--- src/rtl/usb_txn_engine.sv ---
// USB device transaction engine: decodes tokens, sequences data/handshake phases,
// and tracks per-endpoint data toggles for both directions.
module usb_txn_engine #(
  parameter int unsigned NUM_EP            = 4,
  parameter int unsigned TURNAROUND_CYCLES = 72
) (
  input  logic              clk48,
  input  logic              reset,
  input  logic              bus_reset,
  input  logic [6:0]        dev_addr,
  input  logic              rx_sop,
  input  logic              rx_eop,
  input  logic              rx_good,
  input  logic [3:0]        rx_pid,
  input  logic [6:0]        rx_addr,
  input  logic [3:0]        rx_endp,
  input  logic [NUM_EP-1:0] ep_stall,
  input  logic [NUM_EP-1:0] ep_ready,
  output logic [3:0]        ep_sel,
  output logic              ep_dir,
  output logic              ep_setup,
  output logic              txn_active,
  output logic              ep_rx_done,
  output logic              ep_tx_done,
  output logic              ep_toggle,
  output logic              tx_req,
  output logic [3:0]        tx_pid,
  input  logic              tx_done
);

  localparam logic [3:0] PidOut   = 4'b0001;
  localparam logic [3:0] PidIn    = 4'b1001;
  localparam logic [3:0] PidSetup = 4'b1101;
  localparam logic [3:0] PidData0 = 4'b0011;
  localparam logic [3:0] PidData1 = 4'b1011;
  localparam logic [3:0] PidAck   = 4'b0010;
  localparam logic [3:0] PidNak   = 4'b1010;
  localparam logic [3:0] PidStall = 4'b1110;

  localparam int unsigned    CntW   = $clog2(TURNAROUND_CYCLES + 1);
  localparam logic [CntW-1:0] CntMax = CntW'(TURNAROUND_CYCLES);
  localparam logic [4:0]      NumEpW = 5'(NUM_EP);

  typedef enum logic [2:0] {
    StIdle,
    StToken,
    StDataRxWait,
    StDataRx,
    StDataTx,
    StHsTx,
    StHsRxWait,
    StHsRx
  } state_e;

  state_e          state_q;
  logic [CntW-1:0] cnt_q;
  // Toggle vectors sized for the full 4-bit endpoint space; only bits below NUM_EP
  // are ever written, so the rest stay constant zero.
  logic [15:0]     tog_out_q;
  logic [15:0]     tog_in_q;
  logic [15:0]     stall_ext;
  logic [15:0]     ready_ext;
  logic            tok_ok;
  logic            data_pid_ok;
  logic            rx_data1;

  assign stall_ext   = 16'(ep_stall);
  assign ready_ext   = 16'(ep_ready);
  assign tok_ok      = rx_good && (rx_addr == dev_addr) && ({1'b0, rx_endp} < NumEpW) &&
                       ((rx_pid == PidOut) || (rx_pid == PidSetup) || (rx_pid == PidIn));
  assign data_pid_ok = (rx_pid == PidData0) || (rx_pid == PidData1);
  assign rx_data1    = (rx_pid == PidData1);
  assign ep_toggle   = ep_dir ? tog_in_q[ep_sel] : tog_out_q[ep_sel];

  always_ff @(posedge clk48 or posedge reset) begin
    if (reset) begin
      state_q    <= StIdle;
      cnt_q      <= '0;
      tog_out_q  <= '0;
      tog_in_q   <= '0;
      ep_sel     <= '0;
      ep_dir     <= 1'b0;
      ep_setup   <= 1'b0;
      txn_active <= 1'b0;
      ep_rx_done <= 1'b0;
      ep_tx_done <= 1'b0;
      tx_req     <= 1'b0;
      tx_pid     <= '0;
    end else if (bus_reset) begin
      state_q    <= StIdle;
      cnt_q      <= '0;
      tog_out_q  <= '0;
      tog_in_q   <= '0;
      ep_sel     <= '0;
      ep_dir     <= 1'b0;
      ep_setup   <= 1'b0;
      txn_active <= 1'b0;
      ep_rx_done <= 1'b0;
      ep_tx_done <= 1'b0;
      tx_req     <= 1'b0;
      tx_pid     <= '0;
    end else begin
      ep_rx_done <= 1'b0;
      ep_tx_done <= 1'b0;
      case (state_q)
        StIdle: begin
          if (rx_sop) state_q <= StToken;
        end

        StToken: begin
          if (rx_eop) begin
            if (tok_ok) begin
              ep_sel     <= rx_endp;
              ep_dir     <= (rx_pid == PidIn);
              ep_setup   <= (rx_pid == PidSetup);
              txn_active <= 1'b1;
              if (rx_pid == PidIn) begin
                tx_req <= 1'b1;
                if (stall_ext[rx_endp]) begin
                  tx_pid  <= PidStall;
                  state_q <= StHsTx;
                end else if (!ready_ext[rx_endp]) begin
                  tx_pid  <= PidNak;
                  state_q <= StHsTx;
                end else begin
                  tx_pid  <= tog_in_q[rx_endp] ? PidData1 : PidData0;
                  state_q <= StDataTx;
                end
              end else begin
                state_q <= StDataRxWait;
              end
            end else begin
              state_q <= StIdle;
            end
          end
        end

        StDataTx: begin
          if (tx_done) begin
            tx_req  <= 1'b0;
            state_q <= StHsRxWait;
          end
        end

        StHsRxWait: begin
          if (rx_sop) begin
            cnt_q   <= '0;
            state_q <= StHsRx;
          end else if (cnt_q == CntMax) begin
            // Host never answered: leave the IN toggle alone so the data is resent.
            cnt_q      <= '0;
            txn_active <= 1'b0;
            state_q    <= StIdle;
          end else begin
            cnt_q <= cnt_q + CntW'(1);
          end
        end

        StHsRx: begin
          if (rx_eop) begin
            if (rx_good && (rx_pid == PidAck)) begin
              tog_in_q[ep_sel] <= ~tog_in_q[ep_sel];
              ep_tx_done       <= 1'b1;
            end
            txn_active <= 1'b0;
            state_q    <= StIdle;
          end
        end

        StDataRxWait: begin
          if (rx_sop) begin
            cnt_q   <= '0;
            state_q <= StDataRx;
          end else if (cnt_q == CntMax) begin
            cnt_q      <= '0;
            txn_active <= 1'b0;
            state_q    <= StIdle;
          end else begin
            cnt_q <= cnt_q + CntW'(1);
          end
        end

        StDataRx: begin
          if (rx_eop) begin
            if (!rx_good || !data_pid_ok) begin
              txn_active <= 1'b0;
              state_q    <= StIdle;
            end else begin
              tx_req  <= 1'b1;
              state_q <= StHsTx;
              if (ep_setup) begin
                // SETUP cannot be refused; it restarts both directions at DATA1.
                tx_pid            <= PidAck;
                tog_out_q[ep_sel] <= 1'b1;
                tog_in_q[ep_sel]  <= 1'b1;
                ep_rx_done        <= 1'b1;
              end else if (stall_ext[ep_sel]) begin
                tx_pid <= PidStall;
              end else if (!ready_ext[ep_sel]) begin
                tx_pid <= PidNak;
              end else begin
                tx_pid <= PidAck;
                // A toggle mismatch is a retry of data we already took: ACK, drop it.
                if (rx_data1 == tog_out_q[ep_sel]) begin
                  tog_out_q[ep_sel] <= ~tog_out_q[ep_sel];
                  ep_rx_done        <= 1'b1;
                end
              end
            end
          end
        end

        StHsTx: begin
          if (tx_done) begin
            tx_req     <= 1'b0;
            txn_active <= 1'b0;
            state_q    <= StIdle;
          end
        end

        default: state_q <= StIdle;
      endcase
    end
  end

endmodule

--- config.mk ---
export PLATFORM = sky130hd
export DESIGN_NAME = usb_txn_engine
export DESIGN_NICKNAME = d
export VERILOG_FILES = /design/src/rtl/usb_txn_engine.sv
export SDC_FILE = /design/constraint.sdc
export NUM_CORES = 1
export LEC_CHECK = 0
export CORE_MARGIN = 2
export CORE_UTILIZATION = 55
export CTS_CLUSTER_DIAMETER = 50
export DETAILED_ROUTE_END_ITERATION = 7
export MAX_ROUTING_LAYER = met4
export PLACE_DENSITY_LB_ADDON = 0.12
export SYNTH_ARGS = -nofsm -noshare
export SYNTH_HDL_FRONTEND = slang
export SYNTH_SLANG_ARGS = --single-unit
export TNS_END_PERCENT = 1
--- constraint.sdc ---
create_clock -name clk48 -period 3.35 [get_ports clk48]
set_clock_uncertainty 0.15 [all_clocks]
set_input_delay 0.67 -clock clk48 [delete_from_list [all_inputs] [get_ports clk48]]
set_output_delay 0.67 -clock clk48 [all_outputs]
set_load 0.01 [all_outputs]
# Word level (Yosys, flattened, before mapping)
# Index checks and enable logic that the tools add are counted.
# word_totals
reg_bits	56
output_inout_bits	15
word_cells	194
# op_classes
add_sub_neg	1
magnitude_cmp	4
n_eq_ne	33
muxes	108
bitwise	4
n_reduce_logical	32
# op_table
cell	n
$mux W16	14
$mux W4	16
$mux W1	46
$ne A3 B3 Y1 const B	14
$mux W3	13
$bwmux W16	2
$or A16 B16 Y16	2
$pmux W16 S2	1
$bmux W1 S4	7
$mux W7	4
$pmux W3 S8	1
$reduce_and A6 Y1	4
$eq A3 B3 Y1 const B	4
$eq A4 B4 Y1 const B	3
$reduce_bool A3 Y1	4
$lt A4 B5 Y1 const B	2
$reduce_bool A2 Y1	5
$reduce_and A9 Y1	1
$eq A4 B2 Y1 const B	2
$pmux W4 S2	1
$add A7 B1 Y7 const B	1
$eq A7 B7 Y1	1
$eq A7 B7 Y1 const B	1
$reduce_and A7 Y1	1
other kinds (20)	32

# Logic depth before layout (Yosys ltp)
# Gate-level depths: netlist of the first run.
# logic_depth
depth_word	13
depth_mapped	8
mapped_depth_nobuf	7

# Least setup slack after synthesis of the first run
# OpenSTA, ideal clock, no wires.
# synth_timing
path_kind	reg-to-output
start	reg ep_sel[0]
end	out ep_toggle
arrival_ns	1.894
required_ns	2.530
slack_ns	0.636
stages_incl_launch_ff	6
n_path_buf	1
cell_sequence	dfrtp_1 -> buf_6 -> mux4_1 -> a22oi_1 -> nand3_2 -> mux2_2
# synth_via
elab_chain_len	3
elab_cells_between_ends	5
# synth_rtl
item	line	text
from (decl)	19	output logic [3:0] ep_sel,
from (signal assigned)	113	ep_sel <= rx_endp;
$bmux W1 S4	73	assign ep_toggle = ep_dir ? tog_in_q[ep_sel] : tog_out_q[ep_sel];
$mux W1 (not written as such)	73	
$mux W1 *	73	
to (decl)	25	output logic ep_toggle,
# Every way passes the cells marked *; elsewhere a longest branch is shown, timed or not. The select of a mux whose other input is x is not followed.

# Worst setup path in the final report of the first run
# Same ends and word-level chain as after synthesis.

==> impl_metrics.json, run 1 <==
{
  "pwr-share-clk_pct": 34.0,
  "cp-start-kind": "flip-flop",
  "tritoncts": "yes",
  "die_w_um": 83.9,
  "end_kind": "primary output",
  "num_io_pins": 52,
  "outcome": "completed",
  "initial_core_util_pct": 56.0,
  "wl_per_cell_um": 19.7,
  "synthFlopType": "dfrtp_1",
  "gp_congestion": 0.943,
  "worstMarginPinSlew_ps": 878,
  "yosysUniqueCellTypes": 61,
  "hold_viol_final": 0,
  "clock_tree.buffer_depth": 2,
  "via_count": 3295,
  "switching_share_pct": 25.3,
  "antenna_cells": 0,
  "htreeDepth": 2,
  "clk_latency_ps": 320,
  "pre_cts_slack_ps": 112,
  "rows": 29,
  "worst-r2r-cell-count": 7,
  "final_cell_mix": "55 x dfrtp_1, 50 x clkdlybuf4s50_1, 28 x o21ai_0",
  "powerDensity_mw_per_mm2": 316,
  "yosys_register_bits": 56,
  "slew_viol_final": 0,
  "hold_depth": 1,
  "drive_above_1_share_pct": 14.5,
  "async_reset_ff_share_pct": 100,
  "synth_edf_count": 0,
  "ir_drop_mv": 0.238,
  "cts_hold_buf": 0,
  "dieArea_mm2": 0.00704,
  "p_leak_nw": 1.66,
  "cts.sinks": 56,
  "vias_per_cell": 6.72,
  "maxCapViolCount": 0,
  "grt_overflow_total": 0,
  "min_period_ps": 3250,
  "rsz0062_at_grt": "no",
  "worst_slack_ps": 100,
  "tns_ps": 0,
  "path_clk_slew_ps": 110,
  "r2r_end": "tog_out_q[0]",
  "die_h_um": 83.9,
  "synth.avg_cell_area_um2": 9.92,
  "nets": 451,
  "final_common_cell": "dfrtp_1",
  "p_seq_share_pct": 51.5,
  "drc": 0,
  "cp.required_ps": 2530,
  "netlist_instances": 354,
  "reg2reg_from": "ep_sel[1]",
  "p_comb_share_pct": 14.5,
  "n_fill_cell": 495,
  "p_sw_mw": 0.344,
  "hpwl_um": 7040,
  "postRouteAntennaNets": 0,
  "hp-class": "flip-flop to flip-flop",
  "hold_end": "tog_out_q[12]",
  "crit_arrival_ps": 2430,
  "timing.fmax_mhz": 308,
  "postRouteWirelength_um": 9670,
  "core_area_mm2": 0.00628,
  "synth_area_mm2": 0.00351,
  "cell_internal_pwr_mw": 1.01,
  "final.period_utilization_pct": 97.0,
  "antenna_found_initial": 0,
  "grt_start_max_net_pins": 44,
  "synth_nets": 393,
  "r2r_slack_ps": 550,
  "grtUsageTotal_pct": 29.1,
  "syn_to_final_growth_pct": 22.2,
  "p_total_mw": 1.36,
  "path_class": "flip-flop to primary output",
  "setup_viol": 0,
  "path_max_fanout": 7,
  "drt-initial-drc-count": 414,
  "grt_pass1_vias": 3124,
  "multi_input_comb_area_mm2": 0.00196,
  "final-seq-area_mm2": 0.00140,
  "clock_tree.root_cell": "clkbuf_8",
  "grt_pass1_wl_um": 16000,
  "maxSlewHeadroom_pct": 41.4,
  "ys_seq_area_share_pct": 39.9,
  "yosysWarnings": 0,
  "numCtsBuffers": 5,
  "portBuffers": 51,
  "min-delay-start": "tog_out_q[12]",
  "dr.pass1.iters": 5
}
-- cells in the mapped netlist (6+ instances only) --
library cell / number / area share, %
a2111oi_0: 8 / 2.0
a21oi_1: 14 / 2.0
clkbuf_1: 15 / 1.6
dfrtp_1: 56 / 40
inv_1: 10 / 1.1
mux2_2: 8 / 2.6
mux2i_1: 6 / 1.7
mux4_2: 8 / 5.1
nand2_1: 22 / 2.4
nand2b_1: 6 / 1.1
nand3_1: 14 / 2.0
nand4_1: 6 / 1.1
nor2_1: 15 / 1.6
nor2b_1: 6 / 1.1
o211ai_1: 17 / 3.6
o21ai_0: 28 / 4.0
o21ai_1: 11 / 1.6
o2bb2ai_1: 12 / 3.0
-- cells by family after synthesis --
family	share of synthesized area (%)
adder cells (fa/ha/maj)	0.712
AO/OA/AOI/OAI	22.3
buffers and inverters	4.13
flip-flops	39.9
multiplexers	12.4
XOR/XNOR	1.99
AND/OR/NAND/NOR	18.6
-- layout make-up --
| type | instances | area share [%] |
|---|---|---|
| multi-input combinational | 265 | 45.7 |
| sequential | 56 | 32.7 |
| timing repair buffer | 73 | 15.8 |
| tap | 77 | 2.24 |
| clock buffer | 6 | 1.69 |
| inverter | 11 | 0.962 |
| clock inverter | 2 | 0.904 |
-- worst max-delay path: stages, from the launching register on --
cell and delay [ps]:
dfrtp_2 490, mux4_2 530, mux4_2 540, mux2_2 310, clkdlybuf4s15_1 240
-- metal layers --
metal | vias to the layer above | share of wire (%) | track usage (%)
met2 | 193 | 44 | 42.3
met4 | 0 | 1.4 | 6.89
met1 | 1591 | 46 | 42.4
met3 | 19 | 8.5 | 5.74
met5 | - | 0 | -
li1 | 1492 | - | -
-- sequential cells by signal, summed over array words and instances, names as in the netlist --
signal      cells
cnt_q           7
ep_dir          1
ep_rx_done      1
ep_sel          4
ep_setup        1
ep_tx_done      1
state_q         3
tog_in_q       16
tog_out_q      16
tx_pid          4
tx_req          1
txn_active      1
-- worst max-delay path by stage --
stage	start	end	cells after the start
6_report	ep_sel[0]	ep_toggle	4
2_1_floorplan	ep_sel[0]	ep_toggle	5
3_5_place_dp	ep_sel[0]	ep_toggle	6
4_1_cts	ep_sel[0]	ep_toggle	6
5_1_grt	ep_sel[0]	ep_toggle	4
3_3_place_gp	ep_sel[0]	ep_toggle	6
-- power groups by stage --
stage / combinational (mW) / sequential [mW] / clock (mW)
after floorplan: 0.0973 / 0.709 / 0
after global placement: 0.192 / 0.711 / 0
after detailed placement: 0.195 / 0.711 / 0
after CTS: 0.197 / 0.697 / 0.467
after global routing: 0.215 / 0.700 / 0.492
final: 0.197 / 0.698 / 0.461
-- metrics by stage --
stage / util (%) / hold slack [ps] / instances / area (um^2)
final: 68.4 / 345 / 490 / 4290
after global routing: 68.4 / 366 / 490 / 4290
after CTS: 68.4 / 344 / 489 / 4290
after detailed placement: 66.4 / 321 / 480 / 4170
after global placement: 66.4 / 327 / 480 / 4170
after floorplan: - / 297 / 354 / 3510
-- timing repair --
| action | CTS | global route |
|---|---|---|
| setup endpoints to repair | 1 | 1 |
| buffers inserted | 1 | 1 |
| resized for setup | 4 | 4 |
Power figures use the tool's default switching activity.
==> run 2, diff against run 1 <==
--- a/config.mk
+++ b/config.mk
@@ -6,7 +6,7 @@
 export NUM_CORES = 1
 export LEC_CHECK = 0
 export CORE_MARGIN = 2
-export CORE_UTILIZATION = 55
+export CORE_UTILIZATION = 35
 export CTS_CLUSTER_DIAMETER = 50
 export DETAILED_ROUTE_END_ITERATION = 7
 export MAX_ROUTING_LAYER = met4
==> impl_metrics.json, run 2 (synthesis gave the netlist of run 1 again) <==
{
  "outcome": "completed",
  "placed_cell_area_mm2": 0.00426,
  "path_clk_slew_ps": 120,
  "place_inst": 537,
  "nets": 452,
  "die_h_um": 104,
  "tritoncts": "yes",
  "grt_overflow_total": 0,
  "rows": 36,
  "p_seq_share_pct": 53.8,
  "cell_internal_pwr_mw": 0.939,
  "cts.sinks": 56,
  "min-delay-start": "tog_out_q[12]",
  "clock_tree.buffer_depth": 2,
  "cp.required_ps": 2530,
  "syn_to_final_growth_pct": 24.1,
  "postRouteAntennaNets": 0,
  "setup_viol": 0,
  "final_common_cell": "dfrtp_1",
  "antenna_found_initial": 0,
  "grt_start_max_net_pins": 32,
  "ir_drop_mv": 0.156,
  "hold_depth": 1,
  "hpwl_um": 7490,
  "path_max_fanout": 7,
  "maxCapViolCount": 0,
  "dieArea_mm2": 0.0109,
  "maxSlewHeadroom_pct": 56.8,
  "pre_cts_slack_ps": 91.0,
  "reg2reg_from": "ep_sel[1]",
  "powerDensity_mw_per_mm2": 297,
  "antenna_cells": 0,
  "htreeDepth": 2,
  "num_io_pins": 52,
  "r2r_slack_ps": 560,
  "rsz0062_at_grt": "no",
  "end_kind": "primary output",
  "dr.pass1.iters": 5,
  "gp_congestion": 0.859,
  "tns_ps": 0,
  "slew_viol_final": 0,
  "p_comb_share_pct": 15.3,
  "min_period_ps": 3260,
  "die_w_um": 104,
  "hold_end": "tog_out_q[12]",
  "grt_pass1_wl_um": 16600,
  "pwr-share-clk_pct": 30.9,
  "worst-r2r-cell-count": 6,
  "postRouteWirelength_um": 10100,
  "wl_per_cell_um": 18.5,
  "portBuffers": 51,
  "clock_tree.root_cell": "clkbuf_8",
  "switching_share_pct": 27.6,
  "final.period_utilization_pct": 97.4,
  "clk_latency_ps": 330,
  "stdcell_area_mm2": 0.00436,
  "timing.fmax_mhz": 307,
  "drc": 0,
  "initial_core_util_pct": 35.9,
  "grt_pass1_vias": 3060,
  "path_class": "flip-flop to primary output",
  "p_sw_mw": 0.358,
  "cp-start-kind": "flip-flop",
  "numCtsBuffers": 5,
  "final_cells": 547,
  "drive_above_1_share_pct": 14.7,
  "hold_viol_final": 0,
  "grtUsageTotal_pct": 19.5,
  "final_cell_mix": "55 x dfrtp_1, 50 x clkdlybuf4s50_1, 28 x o21ai_0",
  "cts_hold_buf": 0,
  "via_count": 3187,
  "hp-class": "flip-flop to flip-flop",
  "core_area_mm2": 0.00977,
  "worst_slack_ps": 87.5,
  "drt-initial-drc-count": 238,
  "vias_per_cell": 5.83,
  "crit_arrival_ps": 2440,
  "worstMarginPinSlew_ps": 645,
  "p_leak_nw": 1.67,
  "r2r_end": "tog_out_q[2]",
  "reg_top3": "tog_in_q x16, tog_out_q x16, cnt_q x7"
}
[run 2: cell types whose count changed in the layout (fill, tap and decap cells not counted), sizes merged]
cell / before / now
buf: 22 / 23
bufinv: 1 / 0
clkbuf: 6 / 5
clkdlybuf4s15: 1 / 0
clkinv: 0 / 2
dlygate4sd2: 0 / 1
[run 2: final cells by class]
cell class,count,area [um^2]
inverter,11,41.3
sequential,56,1400
fill,959,5410
clock inverter,3,22.5
clock buffer,5,68.8
tap,133,166
multi-input combinational,265,1960
timing repair buffer,74,694
[run 2: how the worst max path moves through the flow]
stage	start	to	slack, ps
after global routing	ep_sel[0]	ep_toggle	10
final	ep_sel[0]	ep_toggle	90
after floorplan	ep_sel[0]	ep_toggle	640
after global placement	ep_sel[0]	ep_toggle	130
after detailed placement	ep_sel[0]	ep_toggle	90
after CTS	ep_sel[0]	ep_toggle	30
[run 2: through the flow]
stage	power, mW	hold WS (ps)	utilization (%)
final	1.30	348	44.6
after CTS	1.31	353	44.6
after global routing	1.35	365	44.6
after floorplan	0.806	297	-
after global placement	0.910	326	43.5
after detailed placement	0.911	320	43.5
[run 2: power by group through the flow]
| stage | Clock, mW | Combinational [mW] | Sequential, mW |
|---|---|---|---|
| final | 0.401 | 0.198 | 0.698 |
| after global routing | 0.429 | 0.218 | 0.700 |
| after CTS | 0.410 | 0.200 | 0.697 |
| after detailed placement | 0 | 0.200 | 0.711 |
| after global placement | 0 | 0.199 | 0.711 |
| after floorplan | 0 | 0.0973 | 0.709 |
[run 2: metal layers]
layer	track usage (%)	wire length, um
met4	3.67	68
met5	-	0
met3	1.94	397
met2	30.6	4810
met1	27.8	4850
[run 2: repair_timing]
item | CTS | global route
resized for setup | 2 | 3
cloned | 0 | 0
setup endpoints to repair | 1 | 1
setup buffers | 2 | 0
[run 2: critical path, stage by stage, from the launching register on]
cell           delay (ps)
dfrtp_2               480
mux4_2                540
mux4_2                500
mux2_2                310
dlygate4sd2_1         290
==> run 3, diff against run 2 <==
--- a/config.mk
+++ b/config.mk
@@ -5,8 +5,10 @@
 export SDC_FILE = /design/constraint.sdc
 export NUM_CORES = 1
 export LEC_CHECK = 0
+export CAP_MARGIN = 20
 export CORE_MARGIN = 2
 export CORE_UTILIZATION = 35
+export CTS_BUF_LIST = sky130_fd_sc_hd__clkbuf_8
 export CTS_CLUSTER_DIAMETER = 50
 export DETAILED_ROUTE_END_ITERATION = 7
 export MAX_ROUTING_LAYER = met4
==> results of run 3 <==
The final DEF is identical to that of run 2; final timing and power are the same.
==> edit 1: new RTL, config.mk and constraints of run 2 <==
Compare `cnt_q` against `CntMax` with >= in place of ==.
--- a/src/rtl/usb_txn_engine.sv
+++ b/src/rtl/usb_txn_engine.sv
@@ -171,7 +171,7 @@
           if (rx_sop) begin
             cnt_q   <= '0;
             state_q <= StDataRx;
-          end else if (cnt_q == CntMax) begin
+          end else if (cnt_q >= CntMax) begin
             cnt_q      <= '0;
             txn_active <= 1'b0;
             state_q    <= StIdle;
Check against the original RTL: no difference found for any inputs over 4 cycles, from zero or initial values and one cycle with reset high; that may be too few to reach the edited logic, so the function may still have changed.
==> edit 1 against run 2 <==
  * First-iteration DRC count shrank 49%
  * Utilization increased by 0.20 points
  * Non-clock buffer count is 9 lower
  * Routed wire length is 11% lower
  * Setup slack gained 110 ps
  * Power fell by 6.2%
  * Synthesized cell count decreased by 6.2%
  * Sequential cell count unchanged
  * Design area decreased by 4.1%
  * Final cell count decreased by 6.0%
  * Area after synthesis shrank 3.2%
  * Critical endpoint unchanged
==> edit 1: results (changes against run 2) <==
----------------------------------------------------
[Routing]
  Total detailed-routing wirelength ... 9040 um (-11%)
  Count of TritonRoute iterations in the first routing pass ... 4 (-1)
  WL met1 ... 4300 um (-11%)
  Vias per inst ... 5.47 (-6.0%)
  Detailed-route via count ... 2814 (-12%)

[Synth]
  Synth area leaders ... dfrtp_1, mux4_2, a21oi_1, a211oi_2, a22o_1
  Synth Area in Compound Gates ... 20.2% (-2.0 points)
  Yosys top cell area share ... 41.2% (+1.3 points)
  Share of the synthesized netlist area taken by xor and xnor gates ... 3.35% (+1.4 points)
  Post-Syn Area per Cell ... 10.2 sq um (+3.2%)
  Mux share of post-synthesis cell area ... 12.4% (-0.031 points)

[Place]
  Final weighted congestion in routability-driven placement ... 0.827 (-3.7%)
  Post-Place Cells ... 505 (-6.0%)
  Sum of net half-perimeters after detailed placement ... 6840 um (-8.7%)

[Clocking]
  CTS-repair resized insts ... 3 (+1)
  Later-pin clock latency in the skew report ... 310 ps (-20 ps)
  Total setup buffers inserted after CTS ... 1 (-1)
  Clock-pin slew reported for the worst setup and hold paths after clock tree synthesis ... 100 ps (-20 ps)

[Finish]
  Share of cells above drive strength 1 ... 13.5% (-1.2 points)
  Count of nets after finishing ... 423 (-6.4%)
  Fillers ... 930 (-3.0%)

[GRT]
  Global routing usage on met1 ... 26.2% (-1.6 points)
  Pin count of the biggest net entering global routing ... 34 (+6.3%)
  GR met2 Demand/Resource ... 29.5% (-1.1 points)
  Global routing usage summed across all routing layers ... 18.8% (-0.67 points)
  Global-route wire length before repair ... 15000 um (-9.4%)

[Power]
  Max rail drop VDD ... 0.168 mV (+7.0%)
  Power Combinational ... 0.159 mW (-20%)
  Static leakage ... 1.62 nW (-2.8%)
  Clk pwr ... 0.375 mW (-6.5%)

[Critical path]
  Slack of the worst reg-to-reg path ... 650 ps (+90 ps)
  Crit path arrival time ... 2330 ps (-110 ps)

[Outcome]
  Result of the run ... finished, final reports clean

----------------------------------------------------
edit 1: changes by cell type in the layout (fill, tap and decap cells not counted), sizes merged, moves of 5 or more:
cell	run 2	this run
a22o	0	14
o21ai	39	15
a211oi	2	16
nand3	15	6
nor3	5	10
o211ai	17	1
a21oi	14	27
a2111oi	8	1
o2bb2ai	12	0
nor2	16	27
inv	12	7
buf	23	14
edit 1: worst max-delay path, cell delays in order (launching register included):
cell	delay (ps)
dfrtp_2	460
mux4_1	580
mux4_2	500
nand2_1	80
o21ai_0	100
dlygate4sd2_1	300
edit 1: worst min-delay path by stage:
stage / start / to / slack, ps
global placement: tog_out_q[9]$_DFFE_PP0P_ / tog_out_q[9]$_DFFE_PP0P_ / 340
global route: tog_out_q[13]$_DFFE_PP0P_ / tog_out_q[13]$_DFFE_PP0P_ / 390
finish: tx_pid[1]$_DFFE_PP0P_ / tx_pid[1]$_DFFE_PP0P_ / 360
CTS: tx_pid[1]$_DFFE_PP0P_ / tx_pid[1]$_DFFE_PP0P_ / 370
detailed placement: tx_pid[1]$_DFFE_PP0P_ / tx_pid[1]$_DFFE_PP0P_ / 340
floorplan: tog_out_q[8]$_DFFE_PP0P_ / tog_out_q[8]$_DFFE_PP0P_ / 320
edit 1: area by class of cell:
cell class	instances	area (sq um)	area share, %
tap	129	161	3.86
inverter	7	26.3	0.629
clock buffer	6	72.6	1.74
clock inverter	2	13.8	0.329
multi-input combinational	249	1880	44.9
sequential	56	1400	33.6
timing repair buffer	65	627	15.0
edit 1: per-stage QoR:
stage                     hold slack (ps)  instance area [sq um]  setup WS (ps)
after floorplan                       318                   3400            798
after global placement                335                   4090            200
after detailed placement              341                   4090            164
after CTS                             366                   4180            176
after global routing                  389                   4180           86.2
final                                 356                   4180            200
==> edit 2: new RTL, config.mk and constraints of run 2 <==
Without the edit above. Set the parameter `TURNAROUND_CYCLES` to 36 (it was 72).
--- a/src/rtl/usb_txn_engine.sv
+++ b/src/rtl/usb_txn_engine.sv
@@ -2,7 +2,7 @@
 // and tracks per-endpoint data toggles for both directions.
 module usb_txn_engine #(
   parameter int unsigned NUM_EP            = 4,
-  parameter int unsigned TURNAROUND_CYCLES = 72
+  parameter int unsigned TURNAROUND_CYCLES = 36
 ) (
   input  logic              clk48,
   input  logic              reset,
Behaviour: same outputs for any inputs over 4 cycles, from zero or initial values and one cycle with reset high; that may be too few to reach the edited logic, so the function may still have changed.
==> edit 2 against run 2 <==
  * Worst hold slack got worse by 15 ps
  * Power shrank 6.9%
  * Largest cell class unchanged
  * Highest routed layer unchanged
  * Largest power group unchanged
  * Design area decreased by 5.4%
  * Sequential power fell by 2%
  * Setup slack better by 260 ps
  * Die area is 3.5% lower
  * Critical path depth grew 1
  * Sequential cell count fell by 1
  * Routed wire length shrank 11%
  * Clock power is 13% lower
  * Area after synthesis is 3.7% lower
==> edit 2: results (changes against run 2) <==
----------------------------------------------------
[Synth]
  Ranking of synthesized cells by instance count ... dfrtp_1, a21oi_1, nor2_1
  Sequential area share after synthesis ... 40.7% (+0.78 points)
  Synth area leaders ... dfrtp_1, mux4_2, a21oi_1, a211oi_2, a32o_1
  Count of unique library cells instantiated by Yosys ... 55 (-9.8%)
  Net count after synthesis ... 375 (-4.6%)

[Place]
  Final weighted congestion in routability-driven placement ... 0.883 (+2.8%)
  Sum of net half-perimeters after detailed placement ... 6700 um (-10%)
  Placed Instance Area ... 0.00402 sq mm (-5.5%)

[GRT]
  GR Util met3 ... 2.67% (+0.73 points)
  Global-route wire length before repair ... 14600 um (-12%)
  Global routing usage on met1 ... 27.8% (about the same)
  GR met2 Demand/Resource ... 27.2% (-3.4 points)
  Global routing usage summed across all routing layers ... 18.6% (-0.91 points)
  Number of global-route vias before repair ... 2706 (-12%)
  Pin count of the biggest net entering global routing ... 56 (+75%)

[Power]
  Power share of the combinational group ... 14.6% (-0.7 points)
  Clk network pwr share ... 28.9% (-2.0 points)
  Net switching power figure ... 0.303 mW (-15%)
  Static leakage ... 1.57 nW (-6.1%)

[Outcome]
  Result of the run ... finished, final reports clean

[Timing]
  Transition at the pin with the smallest max-transition slack ... 994 ps (+350 ps)

[Routing]
  Total detailed-routing wirelength ... 9010 um (-11%)
  Detailed-route via count ... 2885 (-9.5%)
  Starting DRT DRC Count ... 156 (-34%)

[Finish]
  Share of cells above drive strength 1 ... 13.4% (-1.4 points)
  Count of nets after finishing ... 422 (-6.6%)
  Registers with the most flip-flops ... tog_in_q: 16 flops, tog_out_q: 16 flops, cnt_q: 6 flops

[Hold path]
  Hold WC Path Type ... reg -> reg
  Worst hold start ... cnt_q[5]$_DFFE_PP0N_

[Clocking]
  Clock-pin slew reported for the worst setup and hold paths after clock tree synthesis ... 100 ps (-20 ps)
  Later-pin clock latency in the skew report ... 310 ps (-20 ps)

[Critical path]
  Crit path arrival time ... 2180 ps (-260 ps)
  CP max stage delay ... 590 ps (+50 ps)
  Worst Path Max Fanout ... 5 (-2)
  Highest-delay cell along the critical path ... mux4_1

[Die]
  Cell Rows ... 35 (-2.8%)

----------------------------------------------------
-- edit 2: path summary, 6_finish.rpt --
kind / end / depth (start not counted) / slack [ps]
hold / removal: cnt_q[5]$_DFFE_PP0N_ / 1 / 330
setup reg to reg: tog_out_q[0]$_DFFE_PP0P_ / 7 / 560
setup / recovery: ep_toggle / 5 / 350
min in group asynchronous: ep_dir$_DFFE_PP0P_ / 3 / 730
max in group asynchronous: ep_sel[1]$_DFFE_PP0P_ / 3 / 1800
hold reg to reg: cnt_q[5]$_DFFE_PP0N_ / 1 / 330
-- edit 2: logic make-up after synthesis --
family	Yosys count	share of synthesized area (%)
buf+inv	36	5.03
compound gates	105	22.4
fa+ha+maj	2	0.739
flops	55	40.7
xor+xnor	8	2.07
simple gates	109	17.9
mux	21	11.2
-- edit 2: per-stage QoR --
stage | power, mW | instances | worst slack [ps]
detailed placement | 0.873 | 504 | 248
floorplan | 0.781 | 336 | 812
finish | 1.21 | 511 | 348
global route | 1.27 | 511 | 297
CTS | 1.23 | 510 | 23.2
global placement | 0.872 | 504 | 280
-- edit 2: area by class of cell --
| type | instances | area (sq um) |
|---|---|---|
| repair buffers | 63 | 616 |
| multi-input cells | 245 | 1840 |
| clock inverters | 1 | 7.51 |
| flip-flops and latches | 55 | 1380 |
| well taps | 129 | 161 |
| fillers | 933 | 5200 |
| inverters | 13 | 48.8 |
| clock buffers | 5 | 68.8 |
-- edit 2: repair_timing --
action                     4_1_cts  5_1_grt
gates resized for setup          2        1
setup endpoints to repair        1        1
setup buffers                    0        1
-- edit 2: per-layer routing --
| metal | part of all wire (%) | wire length (um) |
|---|---|---|
| met2 | 45 | 4010 |
| met1 | 49 | 4450 |
| met4 | 0.65 | 59 |
| met3 | 5.4 | 486 |
| met5 | 0 | 0 |
